--- src/rtl/tx_phy_pkg.sv ---
// Shared TX PHY definitions: symbol-select codes for the TX multiplexer and
// the framing sequencer state encoding.
package tx_phy_pkg;

  localparam logic [3:0] DK_DATA = 4'd0;
  localparam logic [3:0] DK_COM  = 4'd1;
  localparam logic [3:0] DK_SKP  = 4'd2;
  localparam logic [3:0] DK_STP  = 4'd3;
  localparam logic [3:0] DK_SDP  = 4'd4;
  localparam logic [3:0] DK_END  = 4'd5;
  localparam logic [3:0] DK_EDB  = 4'd6;
  localparam logic [3:0] DK_FTS  = 4'd7;
  localparam logic [3:0] DK_IDLE = 4'd8;

  typedef enum logic [3:0] {
    ST_IDLE,
    ST_START,
    ST_DATA,
    ST_FIN,
    ST_DISCARD,
    ST_SKP_COM,
    ST_SKP_SYM,
    ST_FTS_COM,
    ST_FTS_SYM
  } seq_state_e;

endpackage

--- src/rtl/tx_skp_timer.sv ---
// SKP interval timer: raises a single pending request every INTERVAL enabled
// cycles and holds it (counter saturated) until the sequencer clears it.
module tx_skp_timer #(
  parameter int INTERVAL = 1180,
  parameter int CNT_W    = 12
) (
  input  logic clk,
  input  logic rst,
  input  logic enb,
  input  logic clr,
  output logic skp_pending
);

  localparam logic [CNT_W-1:0] CNT_MAX = CNT_W'(INTERVAL - 1);

  logic [CNT_W-1:0] cnt_q, cnt_d;
  logic             pending_q, pending_d;

  always_comb begin
    cnt_d     = cnt_q;
    pending_d = pending_q;
    if (enb) begin
      if (clr) pending_d = 1'b0;
      if (cnt_q == CNT_MAX) begin
        // A new expiry re-arms the request even if it is being cleared now.
        if (!(pending_q && !clr)) begin
          cnt_d     = '0;
          pending_d = 1'b1;
        end
      end else begin
        cnt_d = cnt_q + 1'b1;
      end
    end
  end

  always_ff @(posedge clk) begin
    if (rst) begin
      cnt_q     <= '0;
      pending_q <= 1'b0;
    end else begin
      cnt_q     <= cnt_d;
      pending_q <= pending_d;
    end
  end

  assign skp_pending = pending_q;

endmodule

--- src/rtl/tx_frame_seq.sv ---
// TX framing sequencer: frames data-layer packets with STP/SDP..END/EDB and
// inserts SKP/FTS ordered sets at packet boundaries. Outputs are Moore-decoded.
module tx_frame_seq
  import tx_phy_pkg::*;
#(
  parameter int SKP_INTERVAL = 1180,
  parameter int SKP_LEN      = 3,
  parameter int CNT_W        = 12
) (
  input  logic       clk,
  input  logic       rst,
  input  logic       enb,
  input  logic       pkt_valid,
  input  logic       pkt_sop,
  input  logic       pkt_eop,
  input  logic       pkt_type,
  input  logic       pkt_abort,
  input  logic       fts_req,
  input  logic [7:0] fts_num,
  output logic       pkt_ready,
  output logic [3:0] control_dk,
  output logic       seq_busy,
  output logic       underrun_err
);

  // Handshake: a byte moves when pkt_valid && pkt_ready at a rising edge;
  // pkt_ready depends only on the state register and enb.
  localparam logic [7:0] SKP_LEN_C = 8'(SKP_LEN);

  seq_state_e state_q, state_d, bnd_st;
  logic       ptype_q, ptype_d;
  logic       abort_q, abort_d;
  logic       discard_q, discard_d;
  logic       underrun_q, underrun_d;
  logic       fts_pending_q, fts_pending_d;
  logic [7:0] fts_num_q, fts_num_d;
  logic [7:0] cnt_q, cnt_d;
  logic       skp_pending, skp_clr;

  tx_skp_timer #(
    .INTERVAL(SKP_INTERVAL),
    .CNT_W   (CNT_W)
  ) u_skp_timer (
    .clk        (clk),
    .rst        (rst),
    .enb        (enb),
    .clr        (skp_clr),
    .skp_pending(skp_pending)
  );

  always_comb begin
    if (skp_pending)                 bnd_st = ST_SKP_COM;
    else if (fts_pending_q)          bnd_st = ST_FTS_COM;
    else if (pkt_valid && pkt_sop)   bnd_st = ST_START;
    else                             bnd_st = ST_IDLE;
  end

  always_comb begin
    state_d       = state_q;
    ptype_d       = ptype_q;
    abort_d       = abort_q;
    discard_d     = discard_q;
    underrun_d    = underrun_q;
    fts_pending_d = fts_pending_q;
    fts_num_d     = fts_num_q;
    cnt_d         = cnt_q;
    skp_clr       = 1'b0;
    if (enb) begin
      case (state_q)
        ST_IDLE:  state_d = bnd_st;
        ST_START: state_d = ST_DATA;
        ST_DATA: begin
          if (!pkt_valid) begin
            state_d    = ST_FIN;
            abort_d    = 1'b1;
            discard_d  = 1'b1;
            underrun_d = 1'b1;
          end else if (pkt_eop) begin
            state_d   = ST_FIN;
            abort_d   = pkt_abort;
            discard_d = 1'b0;
          end
        end
        ST_FIN:   state_d = discard_q ? ST_DISCARD : bnd_st;
        ST_DISCARD: begin
          // The byte on the bus is the dropped eop, so it cannot open a packet.
          if (pkt_valid && pkt_eop) state_d = (bnd_st == ST_START) ? ST_IDLE : bnd_st;
        end
        ST_SKP_COM: state_d = ST_SKP_SYM;
        ST_SKP_SYM: begin
          if (cnt_q == 8'd1) state_d = bnd_st;
          else               cnt_d   = cnt_q - 8'd1;
        end
        ST_FTS_COM: state_d = (cnt_q == 8'd0) ? bnd_st : ST_FTS_SYM;
        ST_FTS_SYM: begin
          if (cnt_q == 8'd1) state_d = bnd_st;
          else               cnt_d   = cnt_q - 8'd1;
        end
        default: state_d = ST_IDLE;
      endcase

      if (state_d == ST_START) ptype_d = pkt_type;
      if (state_d == ST_SKP_COM) begin
        cnt_d   = SKP_LEN_C;
        skp_clr = 1'b1;
      end
      if (state_d == ST_FTS_COM) begin
        cnt_d         = fts_num_q;
        fts_pending_d = 1'b0;
      end
      if (fts_req) begin
        fts_pending_d = 1'b1;
        fts_num_d     = fts_num;
      end
    end
  end

  always_ff @(posedge clk) begin
    if (rst) begin
      state_q       <= ST_IDLE;
      ptype_q       <= 1'b0;
      abort_q       <= 1'b0;
      discard_q     <= 1'b0;
      underrun_q    <= 1'b0;
      fts_pending_q <= 1'b0;
      fts_num_q     <= 8'd0;
      cnt_q         <= 8'd0;
    end else begin
      state_q       <= state_d;
      ptype_q       <= ptype_d;
      abort_q       <= abort_d;
      discard_q     <= discard_d;
      underrun_q    <= underrun_d;
      fts_pending_q <= fts_pending_d;
      fts_num_q     <= fts_num_d;
      cnt_q         <= cnt_d;
    end
  end

  always_comb begin
    control_dk = DK_IDLE;
    pkt_ready  = 1'b0;
    case (state_q)
      ST_IDLE:    control_dk = DK_IDLE;
      ST_START:   control_dk = ptype_q ? DK_SDP : DK_STP;
      ST_DATA: begin
        control_dk = DK_DATA;
        pkt_ready  = enb;
      end
      ST_FIN:     control_dk = abort_q ? DK_EDB : DK_END;
      ST_DISCARD: begin
        control_dk = DK_IDLE;
        pkt_ready  = enb;
      end
      ST_SKP_COM: control_dk = DK_COM;
      ST_SKP_SYM: control_dk = DK_SKP;
      ST_FTS_COM: control_dk = DK_COM;
      ST_FTS_SYM: control_dk = DK_FTS;
      default:    control_dk = DK_IDLE;
    endcase
  end

  assign seq_busy     = (state_q != ST_IDLE);
  assign underrun_err = underrun_q;

endmodule

--- config.mk ---
export PLATFORM = sky130hd
export DESIGN_NAME = tx_frame_seq
export DESIGN_NICKNAME = d
export VERILOG_FILES = /design/src/rtl/tx_phy_pkg.sv /design/src/rtl/tx_skp_timer.sv /design/src/rtl/tx_frame_seq.sv
export SDC_FILE = /design/constraint.sdc
export NUM_CORES = 1
export LEC_CHECK = 0
export ABC_AREA = 1
export CORE_AREA = 2 2 85 87
export DETAILED_ROUTE_END_ITERATION = 12
export DIE_AREA = 0 0 87 89
export PLACE_DENSITY = 0.55
export SLEW_MARGIN = 20
export SYNTH_ARGS = -nofsm -noshare
export SYNTH_HDL_FRONTEND = slang
export SYNTH_HIERARCHICAL = 1
export SYNTH_SLANG_ARGS = --single-unit
export TNS_END_PERCENT = 5
--- constraint.sdc ---
create_clock -name clk -period 2.75 [get_ports clk]
set_input_delay 0.55 -clock clk [delete_from_list [all_inputs] [get_ports clk]]
set_output_delay 0.55 -clock clk [all_outputs]
set_load 0.01 [all_outputs]
### Yosys cells after proc, flatten, opt, wreduce, memory -nomap -nowiden

Cells that the tools add are included.

| word-level totals | value |
|---|---|
| RAM bits | 0 |
| output and inout bits | 7 |
| memory bits (read-only) | 0 |
| register bits after elaboration | 38 |
| logic and storage cells | 82 |
| latch bits | 0 |
| input port bits | 17 |
| memories | 0 |

| operators by class | value |
|---|---|
| div/mod/pow operators | 0 |
| shift operators | 0 |
| reductions and logical operators | 19 |
| $add $sub $neg | 2 |
| bitwise operators | 1 |
| $lt $le $gt $ge | 0 |
| equality and inequality tests | 17 |
| $mul | 0 |
| mux-type cells | 33 |

Operators with widths:

| operator | number |
|---|---|
| 4-bit two-way mux | 8 |
| 8-bit two-way mux | 4 |
| 4-bit case mux with 8 select lines | 1 |
| 4-bit by 3-bit == test with 1-bit output, second input constant | 6 |
| 12-bit two-way mux | 2 |
| 4-bit case mux with 6 select lines | 1 |
| 1-bit two-way mux | 13 |
| 12-bit by 1-bit adder with 12-bit output, second input constant | 1 |
| 12-bit by 11-bit == test with 1-bit output, second input constant | 1 |
| 4-bit by 1-bit == test with 1-bit output, second input constant | 3 |
| 3-bit two-way mux | 3 |
| 3-bit AND reduction | 3 |
| 4-bit by 2-bit == test with 1-bit output, second input constant | 2 |
| 8-bit by 1-bit == test with 1-bit output, second input constant | 1 |
| 8-bit logical NOT | 1 |
| 2-bit AND reduction | 4 |
| 8-bit by 1-bit subtractor with 8-bit output, second input constant | 1 |
| 2-bit OR reduction | 3 |
| 4-bit == test, second input constant | 1 |
| 4-bit logical NOT | 1 |
| 4-bit nonzero test | 1 |
| 1-bit logical AND | 3 |
| 3-bit by 1-bit inequality test with 1-bit output, second input constant | 1 |
| 3-bit nonzero test | 1 |
| other kinds (6) | 6 |

### Logic depth before layout (Yosys ltp)

Gate-level depths: netlist (run 1).

| depth | value |
|---|---|
| depth in word-level cells | 16 |
| depth in mapped cells | 19 |
| gate-level depth less buffers | 19 |

### By module

The synthesis (run 1) kept the hierarchy.

By module, submodules not included:

| module | cells each | times used | area each (µm²) | seq. area each (µm²) |
|---|---|---|---|---|
| tx_frame_seq | 263 | 1 | 1650.3 | 500.5 |
| tx_skp_timer | 171 | 1 | 996.0 | 260.2 |

### Worst setup path before layout (run 1)

OpenSTA, ideal clock, no wires.

| timing path | value |
|---|---|
| kind | reg2reg |
| start | register state_q[0] |
| end | register u_skp_timer.cnt_q[10] |
| data required time | 2.637 ns |
| clock period less this slack | 2.135 ns |
| path buffers | 0 |
| slack | 0.615 ns |
| arrival time | 2.022 ns |
| setup time | 0.113 ns |
| stages on the path, launching flop included | 18 |
| path through | dfxtp_1 nor2_1 nand2_1 nand2_2 nand2_1 nor2_1 nor2_1 nand2_1 a21oi_1 nand2_1 nor2_1 nor2_1 nor2_1 nand3_1 nand2_1 nand2_1 nand2_1 nor2_1 |

| on the way | value |
|---|---|
| word-level cells in the longest chain between the ends | 11 |
| elaborated cells on any way between the ends | 23 |
| those cells by class | 10 x eq/ne; 8 x mux; 5 x reduce/logical |

RTL lines:

| item | RTL line | text |
|---|---|---|
| start: declaration | tx_frame_seq.sv:30 | `seq_state_e state_q, state_d, bnd_st;` |
| start signal: assignment | tx_frame_seq.sv:129 | `state_q <= state_d;` |
| 4-bit == test (tied with other cells) | tx_frame_seq.sv:69 | `case (state_q)` |
| 2-bit OR reduction (no line) / 4-bit two-way mux (equally long branches) | - |  |
| 4-bit case mux with 8 select lines (*) | tx_frame_seq.sv:69 |  |
| 4-bit two-way mux (*) | tx_frame_seq.sv:68 | `if (enb) begin` |
| 4-bit by 3-bit == test with 1-bit output (*) | tx_frame_seq.sv:103 | `if (state_d == ST_SKP_COM) begin` |
| 1-bit two-way mux (*) | tx_frame_seq.sv:103 |  |
| 1-bit two-way mux (*) | tx_frame_seq.sv:68 |  |
| named net skp_clr | tx_frame_seq.sv:38 | `logic skp_pending, skp_clr;` |
| 1-bit logical NOT (*) | tx_skp_timer.sv:26 | `if (!(pending_q && !clr)) begin` |
| 1-bit logical AND (*) | tx_skp_timer.sv:26 |  |
| 2-bit inequality test (no line) (*) | - |  |
| 2-bit AND reduction (no line) (*) | - |  |
| end signal: assignment | tx_skp_timer.sv:41 | `cnt_q <= cnt_d;` |
| end: declaration | tx_skp_timer.sv:16 | `logic [CNT_W-1:0] cnt_q, cnt_d;` |

The timed path passes the listed nets; every way through them passes the cells marked *. The select of a mux whose other input is x is not followed.
A chain may end at the register's enable or synchronous reset.

### Final worst setup path (run 1)

| timing path | value |
|---|---|
| start | register state_q[0] |
| end | output port control_dk[0] |

| on the way | value |
|---|---|
| word-level cells in the longest chain between the ends | 3 |
| elaborated cells on any way between the ends | 9 |
| those cells by class | 7 x eq/ne; 1 x mux; 1 x reduce/logical |

RTL lines:

| item | RTL line | text |
|---|---|---|
| 4-bit by 3-bit == test with 1-bit output | tx_frame_seq.sv:143 | `case (state_q)` |
| 2-bit OR reduction (no line) | - |  |
| 4-bit case mux with 6 select lines (*) | tx_frame_seq.sv:143 |  |
| end: declaration | tx_frame_seq.sv:21 | `output logic [3:0] control_dk,` |

Every way passes the cells marked *; elsewhere a longest branch is shown, timed or not.

==> metrics.txt, run 1 <==
Max stage delay on crit path about 0.58 ns; global-route usage over all layers ~18%; GP Congestion just under 0.9; die area a little under 8000 µm²; HP Class reg -> reg; reg2reg start cnt_q[0]; Worst-Skew Late Latency slightly below 0.3 ns; CTS buffer count 5; hold path depth 2; Commonest cells post-synth nand2_1 (120), nor2_1 (72), inv_1 (52), dfxtp_1 (38), nand3_1 (33); final setup margin 0.2432 ns; drt total wl between 6 and 7 mm; pwr dens 469.3 nW/µm²; vias in the first global route 2398; area delta synth->final 15.37%; Syn Nets around 460; Root Driver clkbuf_8; Ports 24; hold_ws approximately 0.45 ns; Lkg Pwr between 1 and 1.5 nW; number of synthesized flops with an enable pin 0; top-count cell post-synth nand2_1; Syn. warnings 6; final cycle utilization of the critical path 91.16%; Tmin final about 2.5 ns; Die Span Y between 80 and 90 µm; slowest CP cell clkdlybuf4s50_1; WP depth 5; setup tns final 0 ns; Synth area leader dfxtp_1; drt initial violations about 110; Initial Util a little under 40%; FF-to-FF setup slack about 0.38 ns; Layout Skew between 0.01 and 0.015 ns; Finished Core Util between 40% and 50%; final setup vio count 0; FF-to-FF End u_skp_timer/cnt_q[2]; Final Power 1.433 mW; DRC 0; Cell Rows 30; Via density 4.871; CTS tree built; critical path class reg -> out; Hold Path Sink underrun_err; max_cap viols 0; Sink Count 38; register area share after synthesis roughly 29%; fillers 734; critical path's top delay family buffers and inverters; register area around 760 µm²; Distinct cells, synth 30; Die Width between 80 and 90 µm; Slew headroom a little over three fifths; Buf+Inv Stages, Crit Path 2; Worst Reg-to-Reg Cells 15; Synth Area in XOR/XNOR under 10%; via count roughly 2600; # Post-CTS Setup Buffers 0; Max Freq between 0.3 and 0.4 GHz; H-tree levels 2; PostCTS Resize Cnt 0; Max VDD drop roughly 0.22 mV; Post-Syn Instances 434; post-synthesis simple-gate area fraction a little under half; syn avg cell area a little over 6 µm²; initial antenna violation count 0; core area between 6000 and 7000 µm²; Hold Startpoint underrun_err; first-pass GRT wire length around 11 mm; main combinational cell family by area after synthesis simple AND/OR/NAND/NOR gates; # diodes 0; Layout Nets 483; Synth Flop Type dfxtp_1; Max Root-Sink Buffers 2; top-area cell type share of the netlist area between 20% and 30%; crit path DAT between 1.5 and 2 ns; area occupied by multi-input gates between 1500 and 2000 µm²; largest net degree at the start of global routing 25; CP Launch Type register; Antenna Violating Nets Remaining 0; Post-Syn Area about 2600 µm²; Detail Placement HPWL just under 5 mm; layout cells sized above 1 a little over a tenth; Final Max Slew Viols 0; WL per Instance about 12 µm; Critical Path RT approximately 2.2 ns; outcome complete, no violations; Hold-fix buffers, CTS 0; unrepaired setup endpoints after global routing no; synth top area cells dfxtp_1 (29%), nand2_1 (17%), nor2_1 (10%), inv_1 (7.4%), nand3_1 (6.2%); actual slew at the worst max-slew pin approximately 0.55 ns; flops & latches, synth 38; first drt pass iteration count 4; post-synthesis adder-cell area fraction under 10%; Worst-path clk slew around 0.080 ns; ys async rst share 0%; Setup crit end kind primary output; Post-Place Worst Slack 0.06861 ns; CP Cell Sequence inv_2 -> nor4_1 -> nand2_1 -> o2111ai_1 -> clkdlybuf4s50_1; buffers added on ports 23; Max FO, Critical Path 6; Synth Area in Compound Gates 8.794%; Overflow after GRT 0; multiplexer share of the synthesized area 0%; endpoints failing hold 0
-- metrics by stage --
stage	instances	cell area (µm²)
2_1_floorplan	434	2646
5_1_grt	542	3053
6_report	542	3053
3_5_place_dp	535	2974
4_1_cts	542	3053
3_3_place_gp	535	2974
-- per-layer routing --
layer  part of all wire [%]  track usage [%]
met3                    2.9            2.862
met5                      0                0
met4                    1.6            5.398
met2                     44            29.84
met1                     51            23.32
-- final cells by class --
class	instances	area share [%]
Sequential cell	38	24.92
Clock inverter	2	0.3279
Tap cell	80	3.279
Clock buffer	5	2.254
Timing Repair Buffer	30	9.262
Multi-Input combinational cell	322	51.97
Inverter	65	7.992
-- report_power, final --
part | internal (mW) | leakage, nW | total (mW) | switching (mW)
logic | 0.185 | 1.08 | 0.461 | 0.276
registers | 0.583 | 0.310 | 0.612 | 0.0293
clock network | 0.170 | 0.0438 | 0.360 | 0.190
-- worst max path at each step --
stage / slack [ns] / startpoint / endpoint
5_1_grt: 0.07 / cnt_q[0] / u_skp_timer/cnt_q[1]
3_3_place_gp: 0.09 / pkt_valid / u_skp_timer/cnt_q[11]
6_report: 0.24 / state_q[0] / control_dk[0]
4_1_cts: 0.23 / state_q[0] / control_dk[0]
3_5_place_dp: 0.07 / pkt_valid / u_skp_timer/cnt_q[11]
2_1_floorplan: 0.62 / state_q[0] / u_skp_timer/cnt_q[10]
-- cells by family after synthesis --
logic type / after synthesis
adder cells (fa/ha/maj): 4
flip-flops: 38
XOR/XNOR: 6
buffers and inverters: 74
AO/OA/AOI/OAI: 42
AND/OR/NAND/NOR: 270
-- cells in the final DEF (no fill, tap or decap), drive strengths merged --
cell / count
a211oi: 2
a21oi: 20
a31oi: 1
buf: 7
clkbuf: 5
clkdlybuf4s50: 23
clkinv: 6
dfxtp: 38
ha: 4
inv: 61
nand2: 131
nand3: 41
nand3b: 1
nand4: 11
nor2: 79
nor3: 5
nor3b: 1
nor4: 1
o2111ai: 1
o211ai: 5
o21ai: 13
xor2: 6
-- tightest hold or removal path, delay by kind of cell (launching register included) --
kind / cells / cell delay, ns
buffers and inverters: 1 / 0.04
flip-flops: 1 / 0.31
AO/OA/AOI/OAI: 1 / 0.05
-- flip-flops by register name (all words and copies together) (netlist names) --
signal	cells
abort_q	1
state_q	4
fts_pending_q	1
discard_q	1
u_skp_timer/cnt_q	12
cnt_q	8
u_skp_timer/skp_pending	1
ptype_q	1
fts_num_q	8
underrun_err	1
Note: power is estimated with default switching activity, not from simulation.
==> run 2, diff against run 1 <==
Settings changed: CAP_MARGIN from default to 20, CORE_AREA 2 2 85 87 to 2 2 101 74, DIE_AREA 0 0 87 89 to 0 0 103 76, PLACE_DENSITY 0.55 to 0.54.
Clock period 2.75 ns to 3.1 ns, I/O delays scaled along.
==> metrics.txt, run 2 (synthesis gave the netlist of run 1 again) <==
Final Max Slew Viols 0 (unchanged); first drt pass iteration count 4 (unchanged); HP Class reg -> reg; top flop regs u_skp_timer/cnt_q: 12 flops, cnt_q: 8 flops, fts_num_q: 8 flops; most common cell after layout, fill and taps aside nand2_1; slowest CP cell clkdlybuf4s50_1; DRC 0 (unchanged); buffers added on ports 23 (unchanged); FF-to-FF setup slack 0.56 ns (+0.18 ns); Slew headroom 59.55% (-3.6 points); layout cells sized above 1 10.22% (-0.39 points); core area 6962 µm² (+3.6%); Via density 4.806 (-1.3%); drt total wl 6.800 mm (+5.7%); Layout Skew 0.008231 ns (-0.003300 ns); outcome complete, no violations; Max Freq around 0.37 GHz; Root Driver clkbuf_8; Die Span Y 76 µm (-15%); beginning of the critical path state_q[0]; Antenna Violating Nets Remaining 0 (unchanged); drt initial violations 140 (+25%); via count 2682 (+1.6%); max reg flops 12 (unchanged); Layout Nets 480 (-0.62%); # Post-CTS Setup Buffers 0 (unchanged); first-pass GRT wire length 11.30 mm (+2.5%); setup tns final 0 ns (unchanged); Tmin final roughly 2.7 ns; Max VDD drop 0.2049 mV (-7.7%); Sink Count 38 (unchanged); pwr dens 475.5 nW/µm² (+1.3%); final cycle utilization of the critical path 87.02%; vias in the first global route 2316 (-3.4%); unrepaired setup endpoints after global routing no; die area 7828 µm² (+1.1%); FF-to-FF End u_skp_timer/cnt_q[4]; Setup crit end kind primary output; actual slew at the worst max-slew pin 0.6061 ns (+0.05320 ns); PostCTS Resize Cnt 0 (unchanged); Cell Rows 26 (-13%); Max stage delay on crit path 0.57 ns (about the same); Pint 1.018 mW (+8.6%); switching fraction of total power 31.30% (-3.3 points); Lkg Pwr 1.449 nW (+0.94%); global-route usage over all layers 18.00% (+0.29 points); Worst-Skew Late Latency 0.30 ns (about the same); register share of total power 36.6% (-6.1 points); Ports 24 (unchanged); final setup vio count 0 (unchanged); Max Root-Sink Buffers 2 (unchanged); Hold-fix buffers, CTS 0 (unchanged); crit path DAT 2.08 ns (+0.12 ns); initial antenna violation count 0 (unchanged); CTS buffer count 5 (unchanged); largest net degree at the start of global routing 25 (unchanged); CTS tree built; Final Power 1.482 mW (+3.4%); max_cap viols 0 (unchanged); Die Width 103 µm (+18%); endpoints failing hold 0 (unchanged); GP Congestion 0.9065 (+3.3%); Setup crit end control_dk[0]; critical path class reg -> out; # diodes 0 (unchanged); Max FO, Critical Path 6 (unchanged); most frequent cells in the layout nand2_1 (120), nor2_1 (72), inv_1 (52); Largest Register u_skp_timer/cnt_q; Worst-path clk slew 0.08 ns (about the same); CP Cell Sequence inv_2 -> nor4_1 -> nand2_1 -> o2111ai_1 -> clkdlybuf4s50_1; Initial Util 38.01% (-1.4 points); Detail Placement HPWL 5.149 mm (+4.9%); CP Launch Type register; Critical Path RT 2.48 ns (+0.28 ns); Worst Reg-to-Reg Cells 15 (unchanged); hold path depth 2 (unchanged); WL per Instance 12.19 µm (+2.7%); H-tree levels 2 (unchanged); reg2reg start cnt_q[1]; combinational power share 27.0% (-5.2 points); power share of the clock group 36.4% (+11 points); area delta synth->final 17.78%; switching power 0.4639 mW (-6.3%); Overflow after GRT 0 (unchanged)
## run 2: routing by layer
| metal | up-vias | wire length, µm | track usage, % |
|---|---|---|---|
| met2 | 81 | 2623 | 25.00 |
| met1 | 1178 | 3701 | 28.21 |
| met4 | 0 | 74 | 4.342 |
| li1 | 1416 | - | - |
| met5 | - | 0 | 0 |
| met3 | 7 | 402 | 3.486 |
## run 2: worst min-delay path by stage
stage | from | end | slack [ns]
global route | underrun_err | underrun_err | 0.49
finish | underrun_err | underrun_err | 0.45
detailed placement | underrun_err | underrun_err | 0.44
floorplan | fts_num_q[0] | fts_num_q[0] | 0.43
CTS | underrun_err | underrun_err | 0.46
global placement | underrun_err | underrun_err | 0.44
## run 2: worst max-delay path: cells and delay by family, from the launching register on
kind / cells / cell delay (ns)
and+or+nand+nor: 2 / 0.57
AOI/OAI and AO/OA: 1 / 0.11
buffers and inverters: 2 / 0.66
DFF: 1 / 0.45
## run 2: power by group through the flow
stage	registers, mW	logic [mW]	clock network (mW)
global route	0.547	0.456	0.571
detailed placement	0.553	0.397	0
finish	0.542	0.401	0.539
CTS	0.542	0.400	0.554
floorplan	0.547	0.291	0
global placement	0.553	0.400	0
## run 2: per-stage QoR
stage                     utilization, %  hold slack, ns  area (µm²)  cells  setup slack, ns
after global routing               44.77          0.4907        3117    558           0.1789
after global placement             42.72          0.4407        2974    550           0.2419
after floorplan                        -          0.4296        2646    434           0.9184
final                              44.77          0.4507        3117    558           0.4022
after detailed placement           42.72          0.4445        2974    550           0.2451
after CTS                          44.77          0.4564        3117    558           0.3898
## run 2: final cells by class
| class | instances | area [µm²] |
|---|---|---|
| Inverter | 65 | 244.0 |
| Sequential cell | 38 | 760.7 |
| Tap cell | 98 | 122.6 |
| Timing Repair Buffer | 27 | 260.3 |
| Multi-Input combinational cell | 322 | 1587 |
| Clock inverter | 2 | 60.06 |
| Fill cell | 770 | 3845 |
| Clock buffer | 6 | 82.58 |
==> run 3, diff against run 2 <==
Settings changed: ABC_AREA 1 to 0, CORE_AREA 2 2 101 74 to 2 2 96 70, DIE_AREA 0 0 103 76 to 0 0 98 72, PLACE_DENSITY 0.54 to 0.55.
==> metrics.txt, run 3 <==
outcome complete, no violations; setup tns final 0 ns (unchanged); CP Launch Type register; Post-Syn Instances 305 (-30%); Layout Nets 358 (-25%); crit path DAT 3.11 ns (+1.03 ns); max reg flops 12 (unchanged); Commonest cells post-synth dfxtp_1 (38), nand2_1 (36), a21oi_1 (25), nor2_1 (25), inv_1 (14); actual slew at the worst max-slew pin 0.6527 ns (+0.04663 ns); Die Width 98 µm (-4.9%); number of synthesized flops with an enable pin 0 (unchanged); Max Freq 0.3455 GHz (-6.8%); Overflow after GRT 0 (unchanged); area delta synth->final 19.87%; Setup crit end kind register; Hold-fix buffers, CTS 0 (unchanged); Detail Placement HPWL 4.921 mm (-4.4%); Die Span Y 72 µm (-5.3%); top-area cell type share of the netlist area 31.80% (+3.1 points); H-tree levels 2 (unchanged); Post-Syn Area 2392 µm² (-9.6%); Syn. warnings 6 (unchanged); die area 7056 µm² (-9.9%); HP Class reg -> reg; initial antenna violation count 0 (unchanged); Antenna Violating Nets Remaining 0 (unchanged); critical path class reg -> reg; register area share after synthesis 31.80% (+3.1 points); Max VDD drop 0.2013 mV (-1.8%); Syn Nets 326 (-28%); Ports 24 (unchanged); first-pass GRT wire length 10.97 mm (-2.9%); Layout Skew 0.01416 ns (+0.005928 ns); Max Root-Sink Buffers 2 (unchanged); Synth Flop Type dfxtp_1; flops & latches, synth 38 (unchanged); endpoints failing hold 0 (unchanged); via count 2417 (-9.9%); synth top area cells dfxtp_1 (32%), nand2_1 (5.6%), a21oi_1 (5.2%), nor2_1 (3.9%), o21ai_0 (2.7%); most common cell after layout, fill and taps aside dfxtp_1; Critical Path RT 3.32 ns (+0.84 ns); top-count cell post-synth dfxtp_1; Largest Register u_skp_timer/cnt_q; CP Cell Sequence or4_1 -> or3_4 -> nor3_2 -> nor2_1 -> and3_1 -> nand2b_1 -> o41ai_4 -> o21ai_1 -> a21oi_1; Max stage delay on crit path 0.66 ns (+0.09 ns); layout cells sized above 1 10.39% (+0.17 points); Sink Count 38 (unchanged); most frequent cells in the layout dfxtp_1 (38), nand2_1 (36), nor2_1 (25), a21oi_1 (25), clkdlybuf4s50_1 (23); slowest CP cell or4_1; Final Max Slew Viols 0 (unchanged); Lkg Pwr 1.007 nW (-30%); Slew headroom 56.22% (-3.3 points); buffers added on ports 23 (unchanged); drt total wl 6.581 mm (-3.2%); Initial Util 39.24% (+1.2 points); vias in the first global route 2206 (-4.7%); CTS tree built; Cell Rows 24 (-7.7%); Max FO, Critical Path 6 (unchanged); Buf+Inv Stages, Crit Path 0 (-2); pwr dens 428.7 nW/µm² (-9.8%); Synth area leader dfxtp_1; Worst-path clk slew 0.08 ns (about the same); Root Driver clkbuf_8; Worst-Skew Late Latency 0.30 ns (about the same); Via density 5.824 (+21%); # diodes 0 (unchanged); Tmin final 2.894 ns (+0.1962 ns); PostCTS Resize Cnt 0 (unchanged); global-route usage over all layers 19.42% (+1.4 points); CTS buffer count 5 (unchanged); top flop regs u_skp_timer/cnt_q: 12 flops, cnt_q: 8 flops, fts_num_q: 8 flops; max_cap viols 0 (unchanged); Distinct cells, synth 67 (+120%); GP Congestion 0.8679 (-4.3%); drt initial violations 139 (-0.71%); syn avg cell area 7.844 µm² (+29%); critical path's top delay family simple AND/OR/NAND/NOR gates; unrepaired setup endpoints after global routing no; first drt pass iteration count 4 (unchanged); final cycle utilization of the critical path 93.35% (+6.3 points); final setup vio count 0 (unchanged); largest net degree at the start of global routing 21 (-16%); DRC 0 (unchanged); ys async rst share 0% (unchanged); core area 6096 µm² (-12%); Finished Core Util 47.04% (+2.3 points); # Post-CTS Setup Buffers 0 (unchanged); WL per Instance 15.86 µm (+30%)
[run 3: final cells by class]
cell class / count / area (µm²)
timing repair buffer: 40 / 357.8
clock inverter: 2 / 10.01
sequential: 38 / 760.7
fill: 639 / 3228
clock buffer: 5 / 68.82
inverter: 14 / 52.55
tap: 78 / 97.59
multi-input combinational: 238 / 1520
[run 3: final timing paths]
path / start / end / slack [ns] / cells after the start
worst max-delay path: cnt_q[2] / u_skp_timer/cnt_q[2] / 0.21 / 9
worst min-delay path: fts_num_q[1] / fts_num_q[1] / 0.46 / 2
worst max register to register: cnt_q[2] / u_skp_timer/cnt_q[2] / 0.21 / 9
worst min register to register: fts_num_q[1] / fts_num_q[1] / 0.46 / 2
[run 3: worst register-to-register path: cells and delay by family, from the launching register on]
kind             cells  cell delay, ns
AND/OR/NAND/NOR      6            1.87
flip-flops           1            0.35
AO/OA/AOI/OAI        3            0.60
[run 3: routing by layer]
metal | up-vias | share of wire [%] | track usage (%)
li1 | 1202 | - | -
met1 | 1144 | 52 | 28.36
met2 | 64 | 42 | 28.77
met3 | 7 | 5.3 | 4.239
met4 | 0 | 0.87 | 5.864
met5 | - | 0 | 0
[run 3: cell families after synthesis]
| family | synth area share, % |
|---|---|
| AOI/OAI and AO/OA | 26.36 |
| adders and majority gates | 2.092 |
| and+or+nand+nor | 31.64 |
| DFF | 31.80 |
| buffers and inverters | 4.655 |
| muxes | 1.255 |
| xor gates and xnor gates | 2.197 |
[run 3: where the power goes]
| part | switching [mW] | internal [mW] | leakage (nW) |
|---|---|---|---|
| sequential | 0.0310 | 0.514 | 0.309 |
| clock | 0.177 | 0.151 | 0.0438 |
| combinational | 0.198 | 0.158 | 0.654 |
[run 3: metrics by stage]
stage | setup slack, ns | cells | hold slack (ns) | area [µm²] | power [mW]
2_1_floorplan | 0.2507 | 305 | 0.4314 | 2392 | 0.7768
3_3_place_gp | 0.1459 | 408 | 0.4416 | 2789 | 0.9082
3_5_place_dp | 0.1319 | 408 | 0.4474 | 2789 | 0.9079
4_1_cts | 0.1395 | 415 | 0.4573 | 2868 | 1.237
5_1_grt | 0.05267 | 415 | 0.4715 | 2868 | 1.295
6_report | 0.2060 | 415 | 0.4573 | 2868 | 1.229
